### src/rtl/xbar_sw_alloc_pkg.sv
// Shared constants, types and helpers for the 5-port crossbar switch allocator.
//   NUM_CHANNEL  : input/output channel count
//   LOG_NUM_PORT : width of a port index
//   rr_add()     : modulo-NUM_CHANNEL addition for round-robin pointers
// Optional feature macro: XBAR_ALLOC_LOCK_EN (wormhole output lock), see xbar_sw_alloc.sv.
package xbar_sw_alloc_pkg;

    localparam int unsigned NUM_CHANNEL  = 5;
    localparam int unsigned LOG_NUM_PORT = 3;

    typedef logic [LOG_NUM_PORT-1:0] port_t;
    typedef logic [NUM_CHANNEL-1:0]  chan_mask_t;

    typedef enum logic {LockIdle, LockLocked} lock_state_e;

    // Both operands are expected in 0..NUM_CHANNEL-1, so one subtraction suffices.
    function automatic port_t rr_add(port_t a, port_t b);
        logic [LOG_NUM_PORT:0] s;
        s = {1'b0, a} + {1'b0, b};
        if (s >= (LOG_NUM_PORT+1)'(NUM_CHANNEL)) begin
            s = s - (LOG_NUM_PORT+1)'(NUM_CHANNEL);
        end
        return s[LOG_NUM_PORT-1:0];
    endfunction

endpackage

### src/rtl/xbar_sw_alloc_if.sv
// Request/grant bundle between the router input stage and the switch allocator.
//   stall        : freeze allocation this cycle
//   req_valid    : per-input request valid
//   req_out_port : per-input requested output, slice [i*LOG_NUM_PORT +: LOG_NUM_PORT]
//   req_tail     : per-input tail-flit flag
//   grant        : per-input combinational grant
//   alloc_vector : registered crossbar connection matrix, bit [i*NUM_CHANNEL+o]
// Modports: master = requester side, slave = allocator side.
interface xbar_sw_alloc_if;
    import xbar_sw_alloc_pkg::*;

    logic                                  stall;
    logic [NUM_CHANNEL-1:0]                req_valid;
    logic [NUM_CHANNEL*LOG_NUM_PORT-1:0]   req_out_port;
    logic [NUM_CHANNEL-1:0]                req_tail;
    logic [NUM_CHANNEL-1:0]                grant;
    logic [NUM_CHANNEL*NUM_CHANNEL-1:0]    alloc_vector;

    modport master (
        output stall, req_valid, req_out_port, req_tail,
        input  grant, alloc_vector
    );

    modport slave (
        input  stall, req_valid, req_out_port, req_tail,
        output grant, alloc_vector
    );

endinterface

### src/rtl/xbar_sw_alloc_rr_arbiter5.sv
// 5-input round-robin arbiter (rrArbiter5).
//   i_req      : candidate mask
//   i_ptr      : highest-priority input (0..4)
//   o_gnt      : one-hot grant, first candidate at or after i_ptr modulo 5
//   o_ptr_next : winner+1 modulo 5, or i_ptr when nothing is granted
module xbar_sw_alloc_rr_arbiter5
    import xbar_sw_alloc_pkg::*;
(
    input  chan_mask_t i_req,
    input  port_t      i_ptr,
    output chan_mask_t o_gnt,
    output port_t      o_ptr_next
);

    logic  w_found;
    port_t w_idx;

    always_comb begin
        o_gnt      = '0;
        o_ptr_next = i_ptr;
        w_found    = 1'b0;
        w_idx      = '0;
        for (int off = 0; off < NUM_CHANNEL; off++) begin
            w_idx = rr_add(i_ptr, port_t'(off));
            if (!w_found && i_req[w_idx]) begin
                w_found      = 1'b1;
                o_gnt[w_idx] = 1'b1;
                o_ptr_next   = rr_add(w_idx, port_t'(1));
            end
        end
    end

endmodule

### src/rtl/xbar_sw_alloc.sv
// Round-robin switch allocator for the 5-port crossbar (SA stage of SA->ST).
//   i_clk    : router clock
//   i_reset  : asynchronous active-high reset
//   io_alloc : request/grant bundle (slave modport); grant is combinational,
//              alloc_vector is the registered input->output matrix for the next cycle
// Macro XBAR_ALLOC_LOCK_EN: when defined, a granted non-tail flit locks its output
// to that input until the tail is granted (wormhole switching).
module xbar_sw_alloc
    import xbar_sw_alloc_pkg::*;
(
    input  logic                 i_clk,
    input  logic                 i_reset,
    xbar_sw_alloc_if.slave       io_alloc
);

    port_t      w_port     [NUM_CHANNEL];
    chan_mask_t w_req_ok;
    chan_mask_t w_cand     [NUM_CHANNEL];
    chan_mask_t w_arb_gnt  [NUM_CHANNEL];
    port_t      w_ptr_next [NUM_CHANNEL];
    port_t      r_rr_ptr   [NUM_CHANNEL];
    chan_mask_t w_grant;
    logic       w_advance;
    logic [NUM_CHANNEL*NUM_CHANNEL-1:0] w_alloc_d;
    logic [NUM_CHANNEL*NUM_CHANNEL-1:0] r_alloc;

`ifdef XBAR_ALLOC_LOCK_EN
    lock_state_e r_lock  [NUM_CHANNEL];
    port_t       r_owner [NUM_CHANNEL];
    port_t       w_win   [NUM_CHANNEL];
    chan_mask_t  w_busy;
`else
    logic        w_unused_tail;
    assign w_unused_tail = ^io_alloc.req_tail;
`endif

    assign w_advance = !io_alloc.stall && !i_reset;

    // Candidate masks per output. Out-of-range port requests are dropped here.
    always_comb begin
        for (int i = 0; i < NUM_CHANNEL; i++) begin
            w_port[i]   = io_alloc.req_out_port[i*LOG_NUM_PORT +: LOG_NUM_PORT];
            w_req_ok[i] = io_alloc.req_valid[i] && (w_port[i] < port_t'(NUM_CHANNEL));
        end
`ifdef XBAR_ALLOC_LOCK_EN
        // An owner of a locked output may not win any other output.
        w_busy = '0;
        for (int o = 0; o < NUM_CHANNEL; o++) begin
            if (r_lock[o] == LockLocked) begin
                w_busy[r_owner[o]] = 1'b1;
            end
        end
`endif
        for (int o = 0; o < NUM_CHANNEL; o++) begin
            for (int i = 0; i < NUM_CHANNEL; i++) begin
`ifdef XBAR_ALLOC_LOCK_EN
                w_cand[o][i] = w_req_ok[i] && (w_port[i] == port_t'(o)) &&
                               ((r_lock[o] == LockLocked) ? (r_owner[o] == port_t'(i))
                                                          : !w_busy[i]);
`else
                w_cand[o][i] = w_req_ok[i] && (w_port[i] == port_t'(o));
`endif
            end
        end
    end

    for (genvar g = 0; g < NUM_CHANNEL; g++) begin : g_arb
        xbar_sw_alloc_rr_arbiter5 u_arb (
            .i_req      (w_cand[g]),
            .i_ptr      (r_rr_ptr[g]),
            .o_gnt      (w_arb_gnt[g]),
            .o_ptr_next (w_ptr_next[g])
        );
    end

    always_comb begin
        w_grant   = '0;
        w_alloc_d = '0;
        for (int o = 0; o < NUM_CHANNEL; o++) begin
            for (int i = 0; i < NUM_CHANNEL; i++) begin
                if (w_advance && w_arb_gnt[o][i]) begin
                    w_grant[i]                 = 1'b1;
                    w_alloc_d[i*NUM_CHANNEL+o] = 1'b1;
                end
            end
        end
    end

    assign io_alloc.grant        = w_grant;
    assign io_alloc.alloc_vector = r_alloc;

    // While locked only the owner can win, so updating on every grant leaves the
    // pointer at owner+1 and is equivalent to updating only on the tail.
    always_ff @(posedge i_clk or posedge i_reset) begin
        if (i_reset) begin
            r_alloc <= '0;
            for (int o = 0; o < NUM_CHANNEL; o++) begin
                r_rr_ptr[o] <= '0;
            end
        end else begin
            r_alloc <= w_alloc_d;
            if (!io_alloc.stall) begin
                for (int o = 0; o < NUM_CHANNEL; o++) begin
                    if (|w_arb_gnt[o]) begin
                        r_rr_ptr[o] <= w_ptr_next[o];
                    end
                end
            end
        end
    end

`ifdef XBAR_ALLOC_LOCK_EN
    always_comb begin
        for (int o = 0; o < NUM_CHANNEL; o++) begin
            w_win[o] = '0;
            for (int i = 0; i < NUM_CHANNEL; i++) begin
                if (w_arb_gnt[o][i]) begin
                    w_win[o] = port_t'(i);
                end
            end
        end
    end

    always_ff @(posedge i_clk or posedge i_reset) begin
        if (i_reset) begin
            for (int o = 0; o < NUM_CHANNEL; o++) begin
                r_lock[o]  <= LockIdle;
                r_owner[o] <= '0;
            end
        end else if (!io_alloc.stall) begin
            for (int o = 0; o < NUM_CHANNEL; o++) begin
                unique case (r_lock[o])
                    LockIdle: begin
                        if (|w_arb_gnt[o] && !io_alloc.req_tail[w_win[o]]) begin
                            r_lock[o]  <= LockLocked;
                            r_owner[o] <= w_win[o];
                        end
                    end
                    LockLocked: begin
                        if (|w_arb_gnt[o] && io_alloc.req_tail[r_owner[o]]) begin
                            r_lock[o] <= LockIdle;
                        end
                    end
                    default: r_lock[o] <= LockIdle;
                endcase
            end
        end
    end
`endif

endmodule

### src/flat_wrapper.sv
// flat-port wrapper written by rule: the top's interface ports become plain ports
module xbar_sw_alloc_flat import xbar_sw_alloc_pkg::*;
  (i_clk, i_reset, io_alloc_stall, io_alloc_req_valid, io_alloc_req_out_port, io_alloc_req_tail, io_alloc_grant, io_alloc_alloc_vector);
  xbar_sw_alloc_if io_alloc_i ();
  input  logic i_clk;
  input  logic i_reset;
  input wire logic [$bits(io_alloc_i.stall)-1:0] io_alloc_stall;
  input wire logic [$bits(io_alloc_i.req_valid)-1:0] io_alloc_req_valid;
  input wire logic [$bits(io_alloc_i.req_out_port)-1:0] io_alloc_req_out_port;
  input wire logic [$bits(io_alloc_i.req_tail)-1:0] io_alloc_req_tail;
  output wire logic [$bits(io_alloc_i.grant)-1:0] io_alloc_grant;
  output wire logic [$bits(io_alloc_i.alloc_vector)-1:0] io_alloc_alloc_vector;
  assign io_alloc_i.stall = io_alloc_stall;
  assign io_alloc_i.req_valid = io_alloc_req_valid;
  assign io_alloc_i.req_out_port = io_alloc_req_out_port;
  assign io_alloc_i.req_tail = io_alloc_req_tail;
  assign io_alloc_grant = io_alloc_i.grant;
  assign io_alloc_alloc_vector = io_alloc_i.alloc_vector;
  xbar_sw_alloc u_core (.i_clk(i_clk), .i_reset(i_reset), .io_alloc(io_alloc_i));
endmodule
### config.mk
export PLATFORM = sky130hd
export DESIGN_NAME = xbar_sw_alloc_flat
export DESIGN_NICKNAME = d
export VERILOG_FILES = /design/src/rtl/xbar_sw_alloc_pkg.sv /design/src/rtl/xbar_sw_alloc_if.sv /design/src/rtl/xbar_sw_alloc_rr_arbiter5.sv /design/src/rtl/xbar_sw_alloc.sv /design/src/flat_wrapper.sv
export SDC_FILE = /design/constraint.sdc
export NUM_CORES = 1
export LEC_CHECK = 0
export ABC_AREA = 1
export CORE_AREA = 5 5 133 135
export CTS_BUF_LIST = sky130_fd_sc_hd__clkbuf_4 sky130_fd_sc_hd__clkbuf_8
export CTS_CLUSTER_SIZE = 10
export DETAILED_ROUTE_END_ITERATION = 6
export DIE_AREA = 0 0 138 140
export DONT_BUFFER_PORTS = 1
export PLACE_DENSITY = 0.78
export REMOVE_ABC_BUFFERS = 1
export SETUP_SLACK_MARGIN = 0.1
export SLEW_MARGIN = 20
export SYNTH_ARGS = -nofsm -noshare
export SYNTH_HDL_FRONTEND = slang
export SYNTH_SLANG_ARGS = --single-unit
export TNS_END_PERCENT = 1
### constraint.sdc
create_clock -name i_clk -period 4.9 [get_ports i_clk]
set_input_delay 1.225 -clock i_clk [delete_from_list [all_inputs] [get_ports i_clk]]
set_output_delay 1.225 -clock i_clk [all_outputs]
set_load 0.02 [all_outputs]
After elaboration in Yosys (flattened, before gate mapping)
Cells that the tools add are included.
{"block": "word_totals", "reg_bits": 40, "output_inout_bits": 30, "in_bits": 28, "elab_cells": 655}
{"block": "classes", "eq_ne": 20, "order_cmp": 105, "n_addsub": 95, "n_reduce_logical": 143, "muxes": 265, "bitwise_logic": 21}
{"operator": "3-bit two-way mux", "n": 75}
{"operator": "4-bit by 3-bit >= comparator with 1-bit output (second input constant)", "n": 45}
{"operator": "3-bit subtractor (second input constant)", "n": 50}
{"operator": "5-bit two-way mux", "n": 25}
{"operator": "3-bit by 1-bit adder with 4-bit output (second input constant)", "n": 30}
{"operator": "1-bit two-way mux", "n": 115}
{"operator": "1-bit logical AND", "n": 101}
{"operator": "3-bit by 4-bit < comparator with 1-bit output (second input constant)", "n": 25}
{"operator": "5-bit bitwise OR", "n": 20}
{"operator": "1-bit binary-select mux with 3-bit select", "n": 25}
{"operator": "1-bit demux with 3-bit select", "n": 25}
{"operator": "3-bit by 1-bit >= comparator with 1-bit output (second input constant)", "n": 25}
{"operator": "3-bit by 2-bit adder with 4-bit output (second input constant)", "n": 10}
{"operator": "3-bit by 2-bit == test with 1-bit output (second input constant)", "n": 10}
{"operator": "5-bit nonzero test", "n": 5}
{"operator": "5-bit OR reduction", "n": 5}
{"operator": "1-bit logical NOT", "n": 22}
{"operator": "3-bit by 3-bit adder with 4-bit output (second input constant)", "n": 5}
{"operator": "3-bit by 1-bit == test with 1-bit output (second input constant)", "n": 5}
{"operator": "3-bit == test (second input constant)", "n": 5}
{"operator": "3-bit >= comparator (second input constant)", "n": 5}
{"operator": "3-bit logical NOT", "n": 5}
{"operator": "3-bit < comparator (second input constant)", "n": 5}
{"operator": "3-bit AND reduction", "n": 5}
{"operator": "1-bit NOT", "n": 1}

Longest topological paths before layout
Gate-level depths: netlist of the first run.
{"block": "logic_depth", "ltp_word": 24, "depth_mapped": 25, "ltp_nobuf": 24}

By module
From an unflattened synthesis of the first run, not the netlist that was laid out.
{"block": "unflattened", "hier_cells": 1881, "area_unflattened_um2": 10600.2}
{"module": "xbar_sw_alloc_rr_arbiter5", "area_per_inst_um2": 1751.7, "instances": 5, "cells_each": 330}
{"module": "xbar_sw_alloc", "area_per_inst_um2": 1841.8, "instances": 1, "cells_each": 231}

Worst setup path after synthesis of the first run
OpenSTA, ideal clock, no wires.
{"block": "synth_path", "kind": "reg2out", "from": "reg u_core.r_rr_ptr[6] in the netlist's numbering", "to": "out io_alloc_grant[0]", "arrival_time_ps": 3198, "path_stages_with_launch": 21, "slack_ps": 477, "path_cell_list": "dfrtp_1 > buf_6 > inv_1 > ha_1 > inv_1 > fa_1 > nor2_1 > nor2_1 > o21ai_1 > nand3_1 > nor2_1 > nor2_1 > nand4_1 > nand3_2 > nor2_4 > nand2_4 > nor2_1 > nor2_1 > nor2_2 > nor2_1 > nand2_1"}
{"block": "synth_between", "elab_chain_len": 21, "elab_cells_between_ends": 79, "classes_between": "add/sub: 9; order compare: 15; mux: 37; bitwise: 4; reduce/logical: 14"}
{"item": "start, declared", "line_no": "xbar_sw_alloc.sv:21", "text": "port_t r_rr_ptr [NUM_CHANNEL];"}
{"item": "start signal, assigned by index", "line_no": "xbar_sw_alloc.sv:105", "text": "r_rr_ptr[o] <= w_ptr_next[o];"}
{"item": "parallel branches: the longest is 16 deep, another holds 3-bit by 1-bit adder with 4-bit output"}
{"item": "5-bit two-way mux (*)", "line_no": "xbar_sw_alloc_rr_arbiter5.sv:25", "text": "if (!w_found && i_req[w_idx]) begin"}
{"item": "1-bit logical AND (*)", "line_no": "xbar_sw_alloc.sv:81", "text": "if (w_advance && w_arb_gnt[o][i]) begin"}
{"item": "1-bit two-way mux (*) (3 in series)", "line_no": "xbar_sw_alloc.sv:81"}
{"item": "end, declared", "line_no": "flat_wrapper.sv:11", "text": "output wire logic [$bits(io_alloc_i.grant)-1:0] io_alloc_grant;"}
Mark *: on every way between the ends. The select of a mux whose other input is x is not followed.

==> results.md, run 1 <==
- Clock-pin slew on the worst setup and hold paths: 0.09 ns
- Most frequent cells in the layout: nand2_1, inv_1, nand3_1, nor2_1, ha_1
- Initial core utilization: a little over half
- Hold Buf Count CTS: 0
- Worst Path Required: 3.67 ns
- Vias in the first global route: 8822
- DR pass1 iterations: 6
- Worst Max-Slew Pin Slew: 0.960 ns
- RSZ-0062 raised after global routing: true
- FMAX: 0.213 GHz
- Synth Area in Simple Gates: approximately half
- Hold depth: 2
- Slew Limit Fails: 0
- Crit-path max FO: 6
- CTS tree: built
- Layout cells sized above 1: 16.9%
- Combinational family with the most area after synthesis: simple AND/OR/NAND/NOR gates
- First-pass GRT wire length: 42300 um
- Hold Path Sink: u_core.r_rr_ptr[10]
- Crit. End Element: primary output
- Remaining Overflow, GRT: 0
- Final ANT Viol Nets: 0
- Reg2Reg Capture Point: u_core.r_rr_ptr[2]
- Minimum clock period: 4.69 ns
- Main synth FF type: dfrtp_1
- Netlist cell types: between 50 and 60
- Yosys warnings: 0
- Status: finished clean
- Worst path top cell family by delay: simple AND/OR/NAND/NOR gates
- # rows: 47
- Seq/Total Area, Yosys: 11.4%
- Most common cell after layout, fill and taps aside: nand2_1
- Ant. Diodes: 0
- CP bufs+invs: 2
- Synth Area in Adders: 13.0%
- Max H-tree Level: 2
- R2R Setup Slk: approximately 1.6 ns
- Via density: roughly 5.6
- Worst path slowest cell: fa_1
- DRC errors left: 0
- Cells after synthesis: approximately 1500
- Initial antenna violation count: 0
- Min-Delay Path Class: register to register
- CTS Root Cell: clkbuf_8
- Layout area overhead: 14.0%
- Sum Neg Setup Slack: 0 ns
- Startpoint Class: register
- I/O Buffers: 0
- Final Setup Violations: 0
- Avg Cell Area, Syn: 5.69 um2
- Cell Area, Synth: roughly 0.0088 mm2
- Clock Skew: 0.0152 ns
- Maxcap violations: 0
- Largest net degree at the start of global routing: around 40
- Tcrit/Tclk final: 95.6%
- Drt total wl: 27300 um
- Die area: 0.0193 mm2
- Arr. time, crit path: 3.46 ns
- Die Height: ~140 um
- Final hold slack: 0.606 ns
- Post-synth EDFFs: 0
- Initial drt markers: 962
- Num ports: slightly below 60
- Xor/xnor share of the synthesized area: 2.94%
- R2R cell count: 17
- Hold Crit Start: u_core.r_rr_ptr[10]
- Reg area: 0.00101 mm2
- Sink Count: 40
- Max_slew headroom: 36.0%
- Synth Register Bits: 40
- Vias after detailed routing: 10200
- DP HPWL: between 20000 and 25000 um
- CP max stage delay: 0.46 ns
- Clock latency on the worst-skew pair: 0.33 ns
- Fillers: 1622
- Total GRT Usage: 26.0%
- Max clock buf depth: 2
- TritonCTS buffer count: 5
- Critical-path cell list: buf_4 > fa_1 > nor2_2 > nor2_2 > o21ai_2 > buf_4 > nor3_2 > nand2_1 > nand3_1 > nor2_4 > nand3_2 > nor2_1 > nor2_1 > nand3_1 > nand2_1 > nand2_1 > nor2_1 > nand2_2
- Asr flop ratio synth: 100%
- Fin. Hold Viols: 0
- Setup CP Type: register to primary output
- Final nets: around 1700
- Core Box Area: 0.0163 mm2
- Worst path depth: 18
- Complex-gate fraction of the synthesized area: a little under an eighth
- Multiplexer share of the synthesized area: 0%
- Routability cong.: ~0.99
- Die width: 138 um
- Final routed wire length divided by cell count: 14.9 um
- Multi-input logic area: 0.00719 mm2
-- through the flow --
| step | area (um2) | utilization [%] | setup WS, ns | instances |
|---|---|---|---|---|
| final | 10000 | 61.2 | 0.214 | 1823 |
| after global routing | 10000 | 61.2 | 0.0243 | 1823 |
| after CTS | 9400 | 57.5 | 0.0809 | 1795 |
| after detailed placement | 9250 | 56.6 | 0.148 | 1788 |
| after global placement | 9250 | 56.6 | 0.213 | 1788 |
| after floorplan | 8680 | - | 0.397 | 1529 |
-- area by class of cell --
cell class | count | area share (%)
Multi-Input combinational cell | 1245 | 71.9
Clock buffer | 6 | 0.763
Inverter | 245 | 9.30
Timing Repair Buffer | 66 | 5.12
Clock inverter | 1 | 0.0500
Sequential cell | 40 | 10.1
Tap cell | 220 | 2.75
-- timing repair --
item,in CTS,in global routing
pin swaps,2,24
setup endpoints to repair,5,5
gates cloned,0,1
gates resized for setup,24,109
setup buffers,0,27
-- synth_stat cells, types with 5 or more instances --
library cell	n	share of area (%)
a31oi_1	10	0.71
dfrtp_1	40	11
xnor2_1	8	0.80
inv_2	20	0.86
xor2_1	9	0.90
nand3b_1	5	0.43
o21ai_1	29	1.7
o21ai_0	58	3.3
nor2_2	10	0.71
o211ai_1	10	0.86
nor2_4	7	0.90
fa_1	5	1.1
o21ai_2	10	1.0
buf_4	5	0.43
inv_1	224	9.6
o22ai_1	5	0.36
nand2_2	7	0.50
ha_1	83	12
or2_2	5	0.36
nor2_1	201	8.6
nand3_1	178	10
a21oi_1	21	1.2
nor3_1	37	2.1
nand2_1	435	19
nand3_2	10	1.1
nand4_1	59	4.2
-- logic make-up after synthesis --
kind of cell / Yosys count
simple gates: 972
xor+xnor: 23
fa+ha+maj: 88
flops: 40
buf+inv: 259
compound gates: 161
-- worst register-to-register path, delay by kind of cell, from the launching register on --
kind,cells,cell delay (ns)
buf+inv,3,0.54
flops,1,0.45
simple gates,12,1.45
compound gates,1,0.28
fa+ha+maj,1,0.46
-- sequential cells by signal (all words and copies together) (netlist names), named ones only --
register                      flops
u_core.r_rr_ptr                  12
u_core.io_alloc.alloc_vector     25
-- worst max path at each step --
stage / slack, ns / to / startpoint
floorplan: 0.40 / io_alloc_grant[0] / u_core.r_rr_ptr[6]
global placement: 0.21 / io_alloc_grant[3] / io_alloc_req_out_port[8]
detailed placement: 0.15 / io_alloc_grant[2] / register
CTS: 0.08 / io_alloc_grant[4] / u_core.r_rr_ptr[12]
global route: 0.02 / io_alloc_grant[3] / u_core.r_rr_ptr[3]
finish: 0.21 / io_alloc_grant[2] / register
-- routing by layer --
metal,GRT usage (%),vias to the layer above,share of wire [%]
met3,5.18,67,7.8
met4,9.98,0,3.7
met1,35.6,4582,44
met5,0,-,0
li1,-,5124,-
met2,40.6,404,44
Power of run 1 is not shown: default switching activity piles up to over one toggle a cycle in this logic, so the estimate is an artifact.
==> inputs of run 2 (changes only) <==
--- a/config.mk
+++ b/config.mk
@@ -15,6 +15,7 @@
 export PLACE_DENSITY = 0.78
 export REMOVE_ABC_BUFFERS = 1
 export SETUP_SLACK_MARGIN = 0.1
+export SKIP_CTS_REPAIR_TIMING = 1
 export SLEW_MARGIN = 20
 export SYNTH_ARGS = -nofsm -noshare
 export SYNTH_HDL_FRONTEND = slang
==> run 2 against run 1 <==
Against the previous run:
- design area grew 0.39%
- die area is the same
- critical path depth grew 1
- via count shrank 0.27%
- clock skew grew 0.0036 ns
- final cell count grew 0.33%
- critical path type unchanged
- largest cell class unchanged
==> results.md, run 2 (synthesis gave the netlist of run 1 again) <==
- Status: finished clean
- Max clock buf depth: 2 (unchanged)
- Sum Neg Setup Slack: 0 ns (unchanged)
- Routability cong.: 0.987 (unchanged)
- Worst Max-Slew Pin Slew: 0.956 ns (-0.00482 ns)
- Startpoint Class: register
- DP Worst Slack: 0.148 ns (unchanged)
- Slew Limit Fails: 0 (unchanged)
- Setup CP Type: register to primary output
- Maxcap violations: 0 (unchanged)
- Largest net degree at the start of global routing: 41 (unchanged)
- Max reg flops: 25 (unchanged)
- Tcrit/Tclk final: 95.5% (-0.13 points)
- Max_slew headroom: 36.3% (+0.32 points)
- Final Setup Violations: 0 (unchanged)
- Remaining Overflow, GRT: 0 (unchanged)
- DR pass1 iterations: 6 (unchanged)
- Drt total wl: 27300 um (about the same)
- Die width: 138 um (unchanged)
- I/O Buffers: 0 (unchanged)
- Hold Crit Start: u_core.r_rr_ptr[10]
- TritonCTS buffer count: 5 (unchanged)
- Vias after detailed routing: 10200 (-0.27%)
- Most frequent cells in the layout: nand2_1, inv_1, nand3_1, nor2_1, ha_1
- Total GRT Usage: 25.9% (-0.11 points)
- Initial core utilization: 53.7% (unchanged)
- Sink Count: 40 (unchanged)
- DP HPWL: 21400 um (unchanged)
- Clock latency on the worst-skew pair: 0.33 ns (about the same)
- Core Box Area: 0.0163 mm2 (unchanged)
- Layout area overhead: 14.4%
- Crit-path max FO: 12 (+6)
- Worst Path Required: 3.67 ns (about the same)
- RSZ-0062 raised after global routing: true
- Min-Delay Path Class: register to register
- Final routed wire length divided by cell count: 14.9 um (-0.28%)
- CTS tree: built
- Most common cell after layout, fill and taps aside: nand2_1
- Clock Skew: 0.0188 ns (+0.00359 ns)
- Via density: 5.55 (-0.59%)
- Die Height: 140 um (unchanged)
- Layout cells sized above 1: 17.3% (+0.43 points)
- Final WS setup: 0.220 ns (+0.00635 ns)
- Final hold slack: 0.603 ns (-0.00336 ns)
- Arr. time, crit path: 3.45 ns (about the same)
- Max H-tree Level: 2 (unchanged)
- Die area: 0.0193 mm2 (unchanged)
- # rows: 47 (unchanged)
- Clock-pin slew on the worst setup and hold paths: 0.09 ns (about the same)
- Initial drt markers: 847 (-12%)
- Crit. End Element: primary output
- Initial antenna violation count: 0 (unchanged)
- DRC errors left: 0 (unchanged)
- CTS Root Cell: clkbuf_8
- Ant. Diodes: 0 (unchanged)
- Final ANT Viol Nets: 0 (unchanged)
- Fillers: 1602 (-1.2%)
- FMAX: 0.214 GHz (+0.14%)
- Minimum clock period: 4.68 ns (-0.00634 ns)
- Vias in the first global route: 8759 (-0.71%)
- Worst Setup SP: u_core.r_rr_ptr[6]
- Fin. Hold Viols: 0 (unchanged)
- First-pass GRT wire length: 42200 um (-0.29%)
- Num ports: 58 (unchanged)
- Final nets: 1725 (+0.35%)
## run 2: changes by cell type in the layout (fill, tap and decap cells not counted), moves of 2 or more
cell	before	now
nor2_2	36	33
ha_2	3	5
nor2_4	15	17
buf_4	64	71
## run 2: worst paths after layout
check                                                    to  slack [ns]  cells past startpoint
setup / recovery                          io_alloc_grant[3]        0.22                     19
hold / removal                          u_core.r_rr_ptr[10]        0.60                      2
setup reg to reg                                   register        1.58                     20
hold reg to reg                         u_core.r_rr_ptr[10]        0.60                      2
max in group asynchronous               u_core.r_rr_ptr[14]        3.22                      1
min in group asynchronous  u_core.io_alloc.alloc_vector[13]        0.98                      1
## run 2: area by class of cell
| class | count | area (um2) | share of cell area (%) |
|---|---|---|---|
| clock buffers | 6 | 76.3 | 0.760 |
| repair buffers | 72 | 544 | 5.42 |
| flip-flops and latches | 40 | 1010 | 10.1 |
| clock inverters | 1 | 5.00 | 0.0499 |
| inverters | 245 | 932 | 9.28 |
| well taps | 220 | 275 | 2.74 |
| multi-input cells | 1245 | 7200 | 71.7 |
## run 2: layer usage
metal  vias up  global-route usage, %  routed length (um)
met5         -                      0                   0
met1      4516                   35.7               12000
met2       421                   40.3               12100
met4         0                   9.57                 966
li1       5140                      -                   -
met3        73                   5.15                2220
## run 2: worst max-delay path, stage by stage (launching register included)
cell and delay, ns:
dfrtp_1 0.39, buf_4 0.13, buf_4 0.19, ha_2 0.25
nand3_1 0.13, o211ai_2 0.12, o21ai_2 0.29, inv_2 0.08
nor2_1 0.20, nand2_1 0.11, nand2_1 0.08, nor2_2 0.06
nand2_1 0.20, o21ai_0 0.18, nor2_1 0.22, nand3_1 0.11
nand2_1 0.09, nand2_1 0.05, nor2_1 0.10, nand2_2 0.14
## run 2: per-stage QoR
stage / utilization (%) / instances / cell area [um2]
2_1_floorplan: - / 1529 / 8680
3_3_place_gp: 56.6 / 1788 / 9250
3_5_place_dp: 56.6 / 1788 / 9250
4_1_cts: 57.0 / 1795 / 9330
5_1_grt: 61.4 / 1829 / 10000
6_report: 61.4 / 1829 / 10000
Power of run 2 is left out for the same reason.
==> inputs of run 3 (changes only) <==
--- a/config.mk
+++ b/config.mk
@@ -8,7 +8,6 @@
 export ABC_AREA = 1
 export CORE_AREA = 5 5 133 135
 export CTS_BUF_LIST = sky130_fd_sc_hd__clkbuf_4 sky130_fd_sc_hd__clkbuf_8
-export CTS_CLUSTER_SIZE = 10
 export DETAILED_ROUTE_END_ITERATION = 6
 export DIE_AREA = 0 0 138 140
 export DONT_BUFFER_PORTS = 1
@@ -16,7 +15,6 @@
 export REMOVE_ABC_BUFFERS = 1
 export SETUP_SLACK_MARGIN = 0.1
 export SKIP_CTS_REPAIR_TIMING = 1
-export SLEW_MARGIN = 20
 export SYNTH_ARGS = -nofsm -noshare
 export SYNTH_HDL_FRONTEND = slang
 export SYNTH_SLANG_ARGS = --single-unit
==> results of run 3 <==
The final DEF is identical to that of run 2; final timing and power are the same.
Power of run 3 is left out for the same reason.
